==> config.mk <==
export PLATFORM = sky130hd
export DESIGN_NAME = agc_gain_sequencer
export DESIGN_NICKNAME = d
export VERILOG_FILES = /design/src/rtl/agc_seq_pkg.sv /design/src/rtl/pkt_boundary_mon.sv /design/src/rtl/setting_reg.sv /design/src/rtl/agc_gain_sequencer.sv
export SDC_FILE = /design/constraint.sdc
export NUM_CORES = 1
export LEC_CHECK = 0
export BUFFER_PORTS_ARGS = -buffer_cell sky130_fd_sc_hd__buf_2
export CAP_MARGIN = 20
export CORE_MARGIN = 5
export CORE_UTILIZATION = 51
export CTS_CLUSTER_DIAMETER = 150
export DETAILED_ROUTE_END_ITERATION = 12
export PLACE_DENSITY = 0.75
export RECOVER_POWER = 100
export SKIP_CTS_REPAIR_TIMING = 1
export SLEW_MARGIN = 10
export SYNTH_ARGS = -nofsm -noshare
export SYNTH_HDL_FRONTEND = slang
export SYNTH_SLANG_ARGS = --single-unit
==> constraint.sdc <==
create_clock -name clk -period 11 [get_ports clk]
set_clock_uncertainty 0.15 [all_clocks]
set_input_delay 1.1 -clock clk [delete_from_list [all_inputs] [get_ports clk]]
set_output_delay 1.1 -clock clk [all_outputs]
set_load 0.05 [all_outputs]
==> src/rtl/agc_seq_pkg.sv <==
// Shared types and constants for the AGC gain sequencer.
package agc_seq_pkg;

   typedef enum logic [2:0] {
      ST_IDLE,
      ST_COLLECT,
      ST_REQUEST,
      ST_WAIT_GAIN,
      ST_ARM
   } seqState_t;

   localparam int CTRL_EN         = 0;
   localparam int CTRL_FREEZE     = 1;
   localparam int CTRL_PERIOD_LSB = 8;

   function automatic logic [31:0] unityGain(input int widthGain, input int intBits);
      return 32'd1 << (widthGain - intBits);
   endfunction

endpackage

==> src/rtl/pkt_boundary_mon.sv <==
// Passive tap on the sample stream: tracks packet state, counts packets and
// flags edges where a gain swap cannot split a packet.
module pkt_boundary_mon (
   input  logic       clk,
   input  logic       reset,
   input  logic       tvalid_i,
   input  logic       tready_i,
   input  logic       tlast_i,
   input  logic       clearCnt_i,
   output logic [7:0] pktCnt_o,
   output logic       boundary_o
);

   logic       beat;
   logic       inPkt_q, inPkt_d;
   logic [7:0] pktCnt_q, pktCnt_d;

   assign beat = tvalid_i & tready_i;

   // Clearing wins over a coincident tlast so a fresh collection window starts at zero.
   always_comb begin
      inPkt_d  = inPkt_q;
      pktCnt_d = pktCnt_q;
      if (beat) begin
         inPkt_d = !tlast_i;
      end
      if (clearCnt_i) begin
         pktCnt_d = '0;
      end else if (beat && tlast_i && (pktCnt_q != 8'hFF)) begin
         pktCnt_d = pktCnt_q + 8'd1;
      end
   end

   always_ff @(posedge clk or posedge reset) begin
      if (reset) begin
         inPkt_q  <= 1'b0;
         pktCnt_q <= '0;
      end else begin
         inPkt_q  <= inPkt_d;
         pktCnt_q <= pktCnt_d;
      end
   end

   assign pktCnt_o   = pktCnt_q;
   assign boundary_o = (beat & tlast_i) | (!inPkt_q & !beat);

endmodule

==> src/rtl/setting_reg.sv <==
// One addressable settings register; loads on a matching strobe, visible the next cycle.
module setting_reg #(
   parameter logic [7:0]       ADDR        = 8'd0,
   parameter int               WIDTH       = 32,
   parameter logic [WIDTH-1:0] RESET_VALUE = '0
) (
   input  logic             clk,
   input  logic             reset,
   input  logic             strobe_i,
   input  logic [7:0]       addr_i,
   input  logic [31:0]      data_i,
   output logic [WIDTH-1:0] value_o
);

   logic [WIDTH-1:0] value_q;

   always_ff @(posedge clk or posedge reset) begin
      if (reset) begin
         value_q <= RESET_VALUE;
      end else if (strobe_i && (addr_i == ADDR)) begin
         value_q <= data_i[WIDTH-1:0];
      end
   end

   assign value_o = value_q;

   generate
      if (WIDTH < 32) begin : gNarrow
         logic unusedHighBits;
         assign unusedHighBits = ^data_i[31:WIDTH];
      end
   endgenerate

endmodule

==> src/rtl/agc_gain_sequencer.sv <==
// Gain-path controller of the feed-forward AGC: throttles magnitudes into the
// divider, clamps returned gains and swaps them in only on packet boundaries.
module agc_gain_sequencer
   import agc_seq_pkg::*;
#(
   parameter int                    WIDTH_MAG        = 16,
   parameter int                    WIDTH_GAIN       = 16,
   parameter int                    NUM_INTEGER_BITS = 3,
   parameter logic [WIDTH_GAIN-1:0] DEFAULT_GAIN     = 16'h2000,
   parameter int                    SR_CTRL          = 0,
   parameter int                    SR_DEFAULT_GAIN  = 1,
   parameter int                    SR_MAX_GAIN      = 2
) (
   input  logic                  clk,
   input  logic                  reset,
   input  logic                  set_stb,
   input  logic [7:0]            set_addr,
   input  logic [31:0]           set_data,
   input  logic [WIDTH_MAG-1:0]  mag_tdata,
   input  logic                  mag_tvalid,
   output logic                  mag_tready,
   output logic [WIDTH_MAG-1:0]  div_tdata,
   output logic                  div_tvalid,
   input  logic                  div_tready,
   input  logic [WIDTH_GAIN-1:0] gain_in_tdata,
   input  logic                  gain_in_tvalid,
   output logic                  gain_in_tready,
   output logic [WIDTH_GAIN-1:0] gain_out_tdata,
   output logic                  gain_out_tvalid,
   input  logic                  gain_out_tready,
   input  logic                  s_tlast,
   input  logic                  s_tvalid,
   input  logic                  s_tready
);

   logic [15:0]           ctrlReg;
   logic [WIDTH_GAIN-1:0] defaultGain;
   logic [WIDTH_GAIN-1:0] maxGain;

   setting_reg #(.ADDR(SR_CTRL[7:0]), .WIDTH(16), .RESET_VALUE(16'h0000)) ctrlSr (
      .clk(clk), .reset(reset), .strobe_i(set_stb), .addr_i(set_addr),
      .data_i(set_data), .value_o(ctrlReg)
   );

   setting_reg #(.ADDR(SR_DEFAULT_GAIN[7:0]), .WIDTH(WIDTH_GAIN), .RESET_VALUE(DEFAULT_GAIN)) defaultSr (
      .clk(clk), .reset(reset), .strobe_i(set_stb), .addr_i(set_addr),
      .data_i(set_data), .value_o(defaultGain)
   );

   setting_reg #(.ADDR(SR_MAX_GAIN[7:0]), .WIDTH(WIDTH_GAIN), .RESET_VALUE({WIDTH_GAIN{1'b1}})) maxSr (
      .clk(clk), .reset(reset), .strobe_i(set_stb), .addr_i(set_addr),
      .data_i(set_data), .value_o(maxGain)
   );

   logic       enable, freeze;
   logic [7:0] period, effPeriod;

   assign enable    = ctrlReg[CTRL_EN];
   assign freeze    = ctrlReg[CTRL_FREEZE];
   assign period    = ctrlReg[CTRL_PERIOD_LSB +: 8];
   assign effPeriod = (period == 8'd0) ? 8'd1 : period;

   seqState_t             state_q;
   logic [7:0]            pktCnt;
   logic                  boundary;
   logic                  enterCollect;
   logic                  collectGo;
   logic                  magReady_q, magFresh_q, gainValid_q;
   logic [WIDTH_MAG-1:0]  magReg_q, divData_q;
   logic                  divValid_q, gainReady_q, gotGain_q;
   logic [WIDTH_GAIN-1:0] pending_q, gainReg_q, clampedGain;
   logic                  magBeat;

   pkt_boundary_mon boundaryMon (
      .clk(clk), .reset(reset),
      .tvalid_i(s_tvalid), .tready_i(s_tready), .tlast_i(s_tlast),
      .clearCnt_i(enterCollect), .pktCnt_o(pktCnt), .boundary_o(boundary)
   );

   assign magBeat      = mag_tvalid & magReady_q;
   assign collectGo    = enable & !freeze & magFresh_q & (pktCnt >= effPeriod);
   assign enterCollect = enable & ((state_q == ST_IDLE) | ((state_q == ST_ARM) & (freeze | boundary)));
   assign clampedGain  = (gain_in_tdata > maxGain) ? maxGain : gain_in_tdata;

   // A magnitude landing on the issue edge keeps mag_fresh set, so it is not lost.
   always_ff @(posedge clk or posedge reset) begin
      if (reset) begin
         magReady_q  <= 1'b0;
         gainValid_q <= 1'b0;
         magReg_q    <= '0;
         magFresh_q  <= 1'b0;
      end else begin
         magReady_q  <= 1'b1;
         gainValid_q <= 1'b1;
         if (magBeat) begin
            magReg_q   <= mag_tdata;
            magFresh_q <= 1'b1;
         end else if ((state_q == ST_COLLECT) && collectGo) begin
            magFresh_q <= 1'b0;
         end
      end
   end

   // WAIT_GAIN spends one extra cycle after the handshake before deciding to arm.
   always_ff @(posedge clk or posedge reset) begin
      if (reset) begin
         state_q     <= ST_IDLE;
         divValid_q  <= 1'b0;
         divData_q   <= '0;
         gainReady_q <= 1'b0;
         gotGain_q   <= 1'b0;
         pending_q   <= '0;
         gainReg_q   <= DEFAULT_GAIN;
      end else begin
         case (state_q)
            ST_IDLE: begin
               if (boundary) gainReg_q <= defaultGain;
               if (enable) state_q <= ST_COLLECT;
            end
            ST_COLLECT: begin
               if (!enable) begin
                  state_q <= ST_IDLE;
               end else if (collectGo) begin
                  state_q    <= ST_REQUEST;
                  divValid_q <= 1'b1;
                  divData_q  <= magReg_q;
               end
            end
            ST_REQUEST: begin
               if (div_tready) begin
                  divValid_q  <= 1'b0;
                  gainReady_q <= 1'b1;
                  state_q     <= ST_WAIT_GAIN;
               end
            end
            ST_WAIT_GAIN: begin
               if (gotGain_q) begin
                  gotGain_q <= 1'b0;
                  state_q   <= (enable && !freeze) ? ST_ARM : ST_IDLE;
               end else if (gain_in_tvalid) begin
                  gainReady_q <= 1'b0;
                  gotGain_q   <= 1'b1;
                  pending_q   <= clampedGain;
               end
            end
            ST_ARM: begin
               if (!enable) begin
                  state_q <= ST_IDLE;
               end else if (freeze) begin
                  state_q <= ST_COLLECT;
               end else if (boundary) begin
                  gainReg_q <= pending_q;
                  state_q   <= ST_COLLECT;
               end
            end
            default: state_q <= ST_IDLE;
         endcase
      end
   end

   assign mag_tready      = magReady_q;
   assign div_tvalid      = divValid_q;
   assign div_tdata       = divData_q;
   assign gain_in_tready  = gainReady_q;
   assign gain_out_tdata  = gainReg_q;
   assign gain_out_tvalid = gainValid_q;

   // Inputs and constants this block deliberately ignores.
   logic [31:0] unusedSink;
   assign unusedSink = {25'd0, ^ctrlReg[7:2], gain_out_tready, 5'd0}
                       ^ unityGain(WIDTH_GAIN, NUM_INTEGER_BITS);

endmodule

# [Word-level counts from Yosys, hierarchy flattened]
# Index checks and enable logic that the tools add are counted.
[totals] register_bits=129 in_bits=82 output_inout_bits=36 wordCells=107
[op_classes] addsub=1 magnitude_cmp=2 n_eq_ne=20 mux=31 bitwise_logic=13 n_reduce_logical=25
[ops] cell="$mux W16" n=5
[ops] cell="$pmux W16 S2" n=1
[ops] cell="$mux W3" n=9
[ops] cell="$mux W8" n=3
[ops] cell="$gt A16 B16 Y1" n=1
[ops] cell="$logic_not A8 Y1" n=2
[ops] cell="$ne A2 B2 Y1 const B" n=8
[ops] cell="$pmux W3 S5" n=1
[ops] cell="$mux W1" n=10
[ops] cell="$reduce_and A5 Y1" n=2
[ops] cell="$reduce_bool A2 Y1" n=5
[ops] cell="$and A1 B1 Y1" n=9
[ops] cell="$add A8 B1 Y8 const B" n=1
[ops] cell="$eq A8 B1 Y1 const B" n=1
[ops] cell="$eq A8 B2 Y1 const B" n=1
[ops] cell="$ge A8 B8 Y1" n=1
[ops] cell="$ne A8 B8 Y1 const B" n=1
[ops] cell="$reduce_and A4 Y1" n=2
[ops] cell="$logic_and A1 B1 Y1" n=7
[ops] cell="$eq A3 B2 Y1 const B" n=2
[ops] cell="$ne A2 B1 Y1 const B" n=3
[ops] cell="$reduce_and A3 Y1" n=2
[ops] cell="$logic_not A1 Y1" n=4
[ops] cell="$ne A4 B3 Y1 const B" n=1
[ops] cell="other kinds (7)" n=10

# [Depth between registers and ports, before layout]
# Gate-level depths: netlist of the first run.
[logic_depth] word_depth=9 mapped_depth=11 depth_no_buf=9

# [Cells and area by module]
# A second synthesis of the first run with hierarchy kept.
[unflattened] cells_unflattened=493 area_unflattened_um2=6332.3
[modules_own_cells] mod="agc_gain_sequencer" instances=1 cells_each=325 area_each_um2=3704.8 seq_area_each_um2=1803.0
[modules_own_cells] mod="setting_reg at maxSr" instances=1 cells_each=38 area_each_um2=705.7 seq_area_each_um2=420.4
[modules_own_cells] mod="setting_reg at defaultSr" instances=1 cells_each=38 area_each_um2=686.9 seq_area_each_um2=401.6
[modules_own_cells] mod="setting_reg at ctrlSr" instances=1 cells_each=38 area_each_um2=683.2 seq_area_each_um2=400.4
[modules_own_cells] mod="pkt_boundary_mon" instances=1 cells_each=54 area_each_um2=551.8 seq_area_each_um2=225.2

# [Worst setup path after synthesis of the first run]
# OpenSTA, ideal clock, no wires.
[synth_timing] kind="input-to-reg" start="input port gain_in_tdata[1]" end="register pending_q[0]" setup_time_ns=0.126 arrival_time_ns=2.754 t_required_ns=10.724 setup_slack_ns=7.970 path_stages=9 path_buffers=2 cell_sequence="ha_1 > nor2b_1 > o21ai_0 > a21boi_2 > o31a_2 > and2_4 > buf_6 > buf_6 > a221o_1"
[synth_via] elab_chain_cells=2
[synth_rtl] item="start, declared" line="agc_gain_sequencer.sv:25" text="input logic [WIDTH_GAIN-1:0] gain_in_tdata,"
[synth_rtl] item="$gt A16 B16 Y1" line="agc_gain_sequencer.sv:83" text="assign clampedGain = (gain_in_tdata > maxGain) ? maxGain : gain_in_tdata;"
[synth_rtl] item="$mux W16" line="agc_gain_sequencer.sv:83"
[synth_rtl] item="end signal, assigned" line="agc_gain_sequencer.sv:143" text="pending_q <= clampedGain;"
[synth_rtl] item="end, declared" line="agc_gain_sequencer.sv:71" text="logic [WIDTH_GAIN-1:0] pending_q, gainReg_q, clampedGain;"
# No other way between the ends.
# A chain may end at the register's enable or synchronous reset.

# [Worst setup path after layout of the first run]
[layout_timing] start="register ctrlSr.value_q[13], in the netlist ctrlSr.value_o[13]" end="register divData_q[3], in the netlist div_tdata[3]"
[layout_via] elab_chain_cells=5
[layout_rtl] item="start, declared" line="setting_reg.sv:15" text="logic [WIDTH-1:0] value_q;"
[layout_rtl] item="start signal, assigned" line="setting_reg.sv:21" text="value_q <= data_i[WIDTH-1:0];"
[layout_rtl] item="$logic_not A8 Y1" line="agc_gain_sequencer.sv:61" text="assign effPeriod = (period == 8'd0) ? 8'd1 : period;"
[layout_rtl] item="$mux W8 (*)" line="agc_gain_sequencer.sv:61"
[layout_rtl] item="$ge A8 B8 Y1 (*)" line="agc_gain_sequencer.sv:81" text="assign collectGo = enable & !freeze & magFresh_q & (pktCnt >= effPeriod);"
[layout_rtl] item="$and A1 B1 Y1 (*)" line="agc_gain_sequencer.sv:81"
[layout_rtl] item="$reduce_and A3 Y1 (no line) (*)"
[layout_rtl] item="end signal, assigned" line="agc_gain_sequencer.sv:126" text="divData_q <= magReg_q;"
[layout_rtl] item="end, declared" line="agc_gain_sequencer.sv:69" text="logic [WIDTH_MAG-1:0] magReg_q, divData_q;"
# Mark *: on every way between the ends. The rest lies on a longest branch, timed or not.

==> impl_metrics.yaml, run 1 <==
setup_path:
  critPathMaxFanout: 10
  path_class: "reg2reg"
  startpoint_type: "flip-flop"
  arrival_ns: 4.61
  end_kind: "flip-flop"
  required_ns: 11.25
detailed_routing:
  num_vias: 3957
  dr.pass1.iters: 4
  avgViaCountPerCell: 5.47
  wl_per_cell_um: 17.3
  drt-total-wl_um: 12500
  drt_iter0_drc: 229
  ant_nets: 0
  route.detailed.drc: 0
floorplan:
  rows: 38
  top_level_ports: 118
  dieWidth_um: 116
  die_y_um: 116
  dieArea_sq_mm: 0.0134
  initial_core_util_pct: 52.4
  coreArea_sq_mm: 0.0109
worst_hold_path:
  hold_class: "reg2reg"
clock_network:
  insertion_delay_ns: 0.52
  htree_levels: 4
  cts_tree: "done"
  cts_buffers: 17
  clk_pin_slew_ns: 0.06
  clock_path_buffers: 2
  cts.sinks: 123
  root_buffer: "clkbuf_8"
grt:
  grt_max_degree: 90
  grt_pass1_vias: 4293
  grt_pass1_wl_um: 20900
  antenna_found_initial: 0
  grt_overflow: 0
  grtUsageTotal_pct: 20.3
finish:
  most-common-layout-cells: "105 x dfrtp_1, 62 x buf_2, 58 x mux2_2"
  syn2layout_area_growth_pct: 19.7
  stdcell_count: 723
  finish.utilization_pct: 62.8
  fin_nets: 677
  layout_commonest_cell: "dfrtp_1"
  n_antenna_cell: 0
  design_area_sq_mm: 0.00683
  drive_gt1_share_pct: 29.7
yosys:
  ys.flop_type: "dfrtp_1"
  syn-num-nets: 574
  ys_warn_count: 0
  synthArstFlopShare_pct: 100
  ys_seq_area_share_pct: 54.3
  syn_area_per_cell_sq_um: 12.2
  synth_area_sq_mm: 0.00571
  yosysUniqueCellTypes: 53
  synth-edff-count: 0
  synthCells: 467
  ys_seq_elements: 123
timing:
  tightest_slew_ns: 1.90
  tns_ns: 0
  rsz0062_at_grt: "false"
  setup_viol: 0
  fin_crit_ns: 4.36
  max_slew_margin_pct: -30.3
  fin_crit_sh_pct: 39.6
  fmax_mhz: 229
  drv_slew: 56
  hold_viol_final: 0
power:
  pwr-share-comb_pct: 18.6
  p_int_uw: 966
  p_seq_share_pct: 39.6
  switchingPower_uw: 412
  peakVddDrop_v: 0.000157
  p_total_uw: 1380
  swShare_pct: 29.9
  clkPwrFrac_pct: 41.8
  power.density_mw_per_mm2: 202
  leakage_uw: 0.00320
run:
  cap_viol_max_count: 3
outcome:
  violations: "capacitance limit, slew limit"
  run_status: "finished, violations left"
place:
  io_buffers: 100
  dp.cells: 691
  placed_area_sq_mm: 0.00633
  dpl.hpwl_um: 8680
  gp_congestion: 0.843
## worst paths after layout
path                                                startpoint                           endpoint  slack [ns]  cells after the start
worst min register to register        div_tdata[7]$_DFFE_PP0P_           div_tdata[7]$_DFFE_PP0P_        0.33                      1
max in group asynchronous                                reset  defaultSr.value_o[14]$_DFFE_PP0P_        8.55                      3
worst min-delay path                  div_tdata[7]$_DFFE_PP0P_           div_tdata[7]$_DFFE_PP0P_        0.33                      1
worst max-delay path            ctrlSr.value_o[13]$_DFFE_PP0P_           div_tdata[3]$_DFFE_PP0P_        6.64                     10
worst max register to register  ctrlSr.value_o[13]$_DFFE_PP0P_           div_tdata[3]$_DFFE_PP0P_        6.64                     10
min in group asynchronous                                reset           div_tdata[5]$_DFFE_PP0P_        0.79                      2
## critical path, cell delays in order, from the launching register on
cell	delay, ns
dfrtp_1	0.38
nor4_1	0.31
a41o_1	0.23
ha_1	0.12
nand2b_1	0.09
a21oi_1	0.07
o21ai_0	0.23
a32oi_1	0.22
nor4bb_1	1.55
clkbuf_1	0.49
mux2_2	0.40
## flip-flops by register name, summed over array words and instances (netlist names)
name,flops
defaultSr.value_o,16
div_tdata,16
gain_out_tdata,16
magReg_q,16
maxSr.value_o,16
pending_q,16
ctrlSr.value_o,10
boundaryMon.pktCnt_o,8
state_q,3
boundaryMon.inPkt_q,1
div_tvalid,1
gain_in_tready,1
gain_out_tvalid,1
gotGain_q,1
magFresh_q,1
## final cells by class
class / instances / area [sq um]
Inverter: 29 / 110
Fill cell: 862 / 4060
Multi-Input combinational cell: 294 / 2350
Sequential cell: 123 / 3100
Tap cell: 140 / 175
Clock inverter: 7 / 138
Clock buffer: 25 / 474
Timing Repair Buffer: 105 / 483
## power groups by stage
stage | sequential, uW | clock, uW | combinational (uW)
6_report | 546 | 576 | 256
5_1_grt | 554 | 606 | 278
4_1_cts | 546 | 583 | 270
3_5_place_dp | 553 | 0 | 269
3_3_place_gp | 548 | 0 | 259
2_1_floorplan | 654 | 0 | 88.3
## logic make-up after synthesis
group | after synthesis | share of synthesized area, %
flops | 123 | 54.3
simple gates | 101 | 9.36
mux | 83 | 16.0
compound gates | 77 | 9.47
buf+inv | 50 | 4.23
fa+ha+maj | 25 | 5.48
xor+xnor | 7 | 1.07
other cells | 1 | 0.0657
## synthesized netlist by cell type (3+ instances only)
| cell type | count | area, sq um |
|---|---|---|
| dfrtp_1 | 105 | 2630 |
| nand3_1 | 4 | 20.0 |
| o21ai_0 | 14 | 70.1 |
| a21oi_1 | 30 | 150 |
| clkbuf_1 | 9 | 33.8 |
| mux2_2 | 58 | 653 |
| a221o_1 | 16 | 160 |
| inv_1 | 29 | 109 |
| nand4_1 | 4 | 25.0 |
| nand2_1 | 23 | 86.3 |
| buf_6 | 4 | 45.0 |
| nor3b_1 | 3 | 22.5 |
| and2_1 | 18 | 113 |
| dfstp_2 | 18 | 473 |
| mux2i_1 | 17 | 170 |
| mux2_1 | 8 | 90.1 |
| nor2_1 | 31 | 116 |
| buf_2 | 5 | 25.0 |
| xor2_1 | 5 | 43.8 |
| ha_1 | 25 | 313 |
## metal layers
metal	share of wire [%]	up-vias	global-route usage [%]	wire, um
li1	-	1862	-	-
met1	43	1971	24.5	5360
met2	50	101	34.6	6280
met3	5.2	23	5.54	650
met4	1.7	0	8.04	210
met5	0	-	0	0
## metrics by stage
stage	setup WS [ns]	hold WS (ns)
6_report	6.64	0.334
5_1_grt	6.29	0.364
4_1_cts	7.69	0.334
3_5_place_dp	7.53	0.321
3_3_place_gp	7.55	0.311
2_1_floorplan	6.51	0.309
Note: power is estimated with default switching activity, not from simulation.
==> run 2: changes to the inputs <==
- CORE_UTILIZATION: 51 -> 50
- PLACE_DENSITY: 0.75 -> 0.77
- clock period: 11 -> 3.55 ns (I/O delays scaled with it)
==> impl_metrics.yaml, run 2 (synthesized netlist as in run 1, its figures left out) <==
floorplan:
  die_y_um: 117
  dieArea_sq_mm: 0.0137
  dieWidth_um: 117
  top_level_ports: 118
  initial_core_util_pct: 50.4
  coreArea_sq_mm: 0.0113
  rows: 39
finish:
  most-common-layout-cells: "105 x dfrtp_1, 63 x buf_2, 58 x mux2_2"
  n_antenna_cell: 0
  stdcell_count: 730
  multi_input_area_sq_mm: 0.00237
  fin_nets: 681
  drive_gt1_share_pct: 29.8
  fillers: 928
  syn2layout_area_growth_pct: 19.8
  register_area_sq_mm: 0.00310
  finish.utilization_pct: 60.4
  layout_commonest_cell: "dfrtp_1"
clock_network:
  root_buffer: "clkbuf_16"
  insertion_delay_ns: 0.42
  clock_path_buffers: 2
  cts_buffers: 17
  htree_levels: 4
  cts_tree: "done"
  cts.sinks: 123
  clk_pin_slew_ns: 0.05
timing:
  hold_viol_final: 0
  drv_slew: 134
  fmax_mhz: 308
  setup_viol: 0
  tns_ns: 0
  rsz0062_at_grt: "false"
  fin_crit_sh_pct: 91.6
  max_slew_margin_pct: -50.9
  timing.hold.ws_ns: 0.0178
  setup_ws_ns: 0.298
  tightest_slew_ns: 2.26
  fin_crit_ns: 3.25
setup_path:
  r2r_start: "ctrlSr.value_o[13]$_DFFE_PP0P_"
  critPathSlowestCell: "nor4bb_4"
  required_ns: 3.69
  arrival_ns: 3.39
  crit_family: "simple AND/OR/NAND/NOR gates"
  slowest_delay_ns: 0.73
  worstSetupStartpoint: "ctrlSr.value_o[13]$_DFFE_PP0P_"
  end_kind: "flip-flop"
  crit_buf_inv: 1
  path_class: "reg2reg"
  critPathMaxFanout: 11
  cp_cell_sequence: "nor4_1, a41o_1, ha_1, nand2b_1, a21oi_1, o21ai_0, a32oi_1, nor4bb_4, buf_6, mux2_1"
  startpoint_type: "flip-flop"
power:
  peakVddDrop_v: 0.000467
  leakage_uw: 0.00321
  power.density_mw_per_mm2: 602
outcome:
  run_status: "finished, violations left"
  violations: "capacitance limit, slew limit"
place:
  gp_congestion: 0.796
  dpl.hpwl_um: 8610
  post-place-ws_ns: 0.116
  dp.cells: 696
  io_buffers: 100
detailed_routing:
  drt_iter0_drc: 274
  ant_nets: 0
  wl_per_cell_um: 16.9
  avgViaCountPerCell: 5.44
  dr.pass1.iters: 4
  route.detailed.drc: 0
  num_vias: 3971
  drt-total-wl_um: 12400
worst_hold_path:
  hold_class: "in2reg"
  min-delay-start: "mag_tdata[1]"
grt:
  grtUsageTotal_pct: 19.5
  grt_max_degree: 81
  grt_pass1_wl_um: 20300
  grt_overflow: 0
  grt_pass1_vias: 4192
  antenna_found_initial: 1
run:
  cap_viol_max_count: 3
## run 2: cell types whose count changed in the layout (fill, tap and decap cells not counted), sizes merged
cell         delta
buf             +2
bufinv          -3
clkbuf          +5
clkinvlp        -1
dlygate4sd3     +1
## run 2: per-layer routing
layer	global-route usage, %	part of all wire (%)
met2	33.0	50
met5	0	0.057
met3	6.12	5.7
met1	22.9	42
met4	8.56	2.1
## run 2: report_power, final
group          leakage [uW]  internal (uW)  switching (uW)  total, uW
Sequential          0.00152           1590             108       1690
Combinational       0.00141            214             570        784
Clock              0.000276           1050             582       1640
## run 2: layout make-up
| type | count | share of cell area (%) |
|---|---|---|
| Tap cell | 143 | 2.62 |
| Sequential cell | 123 | 45.4 |
| Timing Repair Buffer | 109 | 7.47 |
| Inverter | 29 | 1.65 |
| Multi-Input combinational cell | 294 | 34.7 |
| Clock buffer | 29 | 7.61 |
| Clock inverter | 3 | 0.586 |
## run 2: per-stage QoR
stage          cell area [sq um]  power, uW
6_report                    6840       4110
5_1_grt                     6840       4320
4_1_cts                     6920       4190
3_5_place_dp                6360       2540
3_3_place_gp                6360       2510
2_1_floorplan               5710       2300
## run 2: final timing paths
check / to / slack, ns / cells past startpoint
max in group asynchronous: gain_out_tdata[7]$_DFFE_PP0P_ / 0.75 / 4
min: magReg_q[1]$_DFFE_PP0P_ / 0.02 / 2
max reg2reg: div_tdata[10]$_DFFE_PP0P_ / 0.30 / 10
max: div_tdata[10]$_DFFE_PP0P_ / 0.30 / 10
min in group asynchronous: ctrlSr.value_o[1]$_DFFE_PP0P_ / 1.07 / 4
min reg2reg: div_tdata[7]$_DFFE_PP0P_ / 0.33 / 1
==> run 3: changes to the inputs <==
- CORE_UTILIZATION: 50 -> 51
- REMOVE_ABC_BUFFERS: not set -> 1
- SYNTH_HIERARCHICAL: not set -> 1
==> impl_metrics.yaml, run 3 <==
timing:
  drv_slew: 0
  rsz0062_at_grt: "false"
  max_slew_margin_pct: 16.5
  tightest_slew_ns: 1.25
  tns_ns: 0
  setup_viol: 0
  fmax_mhz: 315
  fin_crit_ns: 3.18
  hold_viol_final: 0
  fin_crit_sh_pct: 89.5
floorplan:
  coreArea_sq_mm: 0.0119
  dieWidth_um: 119
  top_level_ports: 118
  dieArea_sq_mm: 0.0142
  initial_core_util_pct: 51.4
  die_y_um: 119
  rows: 40
grt:
  antenna_found_initial: 0
  grt_overflow: 0
  grtUsageTotal_pct: 20.0
  grt_pass1_wl_um: 22600
  grt_max_degree: 33
  grt_pass1_vias: 4506
setup_path:
  critPathMaxFanout: 18
  r2r_setup_slack_ns: 0.37
  rr_worst_depth: 9
  end_kind: "flip-flop"
  cp_cell_sequence: "nor4_1, a41o_1, ha_1, nand2b_1, a21oi_1, o21ai_0, a32o_1, and3_1, mux2_2"
  required_ns: 3.69
  critPathSlowestCell: "and3_1"
  startpoint_type: "flip-flop"
  path_class: "reg2reg"
  arrival_ns: 3.32
  slowest_delay_ns: 0.70
finish:
  stdcell_count: 750
  drive_gt1_share_pct: 26.5
  most-common-layout-cells: "105 x dfrtp_1, 62 x buf_2, 43 x clkbuf_1"
  syn2layout_area_growth_pct: 16.2
  fillers: 980
  layout_commonest_cell: "dfrtp_1"
  fin_nets: 697
  n_antenna_cell: 0
clock_network:
  htree_levels: 4
  cts_tree: "done"
  cts_buffers: 17
  insertion_delay_ns: 0.41
  cts.sinks: 123
  clock_path_buffers: 2
  clk_pin_slew_ns: 0.05
  root_buffer: "clkbuf_16"
outcome:
  run_status: "completed"
worst_hold_path:
  hold_class: "in2reg"
  whs_path_depth: 2
detailed_routing:
  dr.pass1.iters: 4
  route.detailed.drc: 0
  drt_iter0_drc: 244
  avgViaCountPerCell: 5.54
  drt-total-wl_um: 13400
  num_vias: 4152
  ant_nets: 0
  wl_per_cell_um: 17.8
place:
  dpl.hpwl_um: 9520
  gp_congestion: 0.775
  dp.cells: 717
  io_buffers: 100
power:
  p_total_uw: 5000
  leakage_uw: 0.00328
  power.density_mw_per_mm2: 705
  peakVddDrop_v: 0.000483
yosys:
  synthCells: 481
  synth_area_sq_mm: 0.00610
  syn_area_per_cell_sq_um: 12.7
  ys_warn_count: 6
run:
  cap_viol_max_count: 0
-- run 3: cell types whose count changed in the layout (fill, tap and decap cells not counted), moves of 4 or more --
cell and change:
mux2_1 +29, mux2_2 -17, nand2_1 -7, o21ai_0 -7, inv_1 +6, nand2b_1 +6, clkbuf_1 -5, nor2_1 -5
nor2b_1 +5, xor2_1 -5, bufinv_16 +4, nor4b_1 +4
-- run 3: final timing paths --
check	start	end
max	ctrlSr/value_o[12]$_DFFE_PP0P_	div_tdata[4]$_DFFE_PP0P_
min	set_data[7]	defaultSr/value_o[7]$_DFFE_PP0P_
max reg2reg	ctrlSr/value_o[12]$_DFFE_PP0P_	div_tdata[4]$_DFFE_PP0P_
min reg2reg	magReg_q[2]$_DFFE_PP0P_	div_tdata[2]$_DFFE_PP0P_
max in group asynchronous	reset	gain_out_tdata[3]$_DFFE_PP0P_
min in group asynchronous	reset	boundaryMon/pktCnt_o[1]$_DFFE_PP0P_
-- run 3: power by group --
group          leakage [uW]  total (uW)  internal (uW)  switching, uW
sequential          0.00156        1830           1650            177
combinational       0.00141        1240            324            913
clock              0.000320        1940           1320            613
total               0.00328        5000           3300           1700
-- run 3: layout make-up --
class | count | area (sq um) | share of cell area (%)
flip-flops and latches | 123 | 3100 | 43.7
clock buffers | 23 | 488 | 6.88
well taps | 147 | 184 | 2.59
inverters | 34 | 128 | 1.80
multi-input cells | 305 | 2500 | 35.2
clock inverters | 9 | 183 | 2.58
repair buffers | 109 | 509 | 7.18
-- run 3: routing by layer --
layer	track usage [%]	wire, um	vias to the layer above
met5	0	0	-
met4	6.23	182	0
met3	5.22	835	14
met2	32.7	6410	130
met1	26.0	5940	2065
li1	-	-	1943
-- run 3: critical path, delay by kind of cell, from the launching register on --
family / cells / cell delay [ns]
adder cells (fa/ha/maj): 1 / 0.11
AND/OR/NAND/NOR: 3 / 1.22
flip-flops: 1 / 0.40
multiplexers: 1 / 0.42
AO/OA/AOI/OAI: 4 / 0.74
-- run 3: per-stage QoR --
| stage | hold slack (ns) | instance area [sq um] | setup WS, ns | util (%) |
|---|---|---|---|---|
| after floorplan | 0.0329 | 5960 | 0.889 | - |
| after global placement | 0.233 | 6710 | 0.489 | 56.5 |
| after detailed placement | 0.235 | 6710 | 0.372 | 56.5 |
| after CTS | -0.199 | 7380 | 0.264 | 62.2 |
| after global routing | 0.0121 | 7090 | 0.145 | 59.8 |
| final | 0.0189 | 7090 | 0.374 | 59.8 |
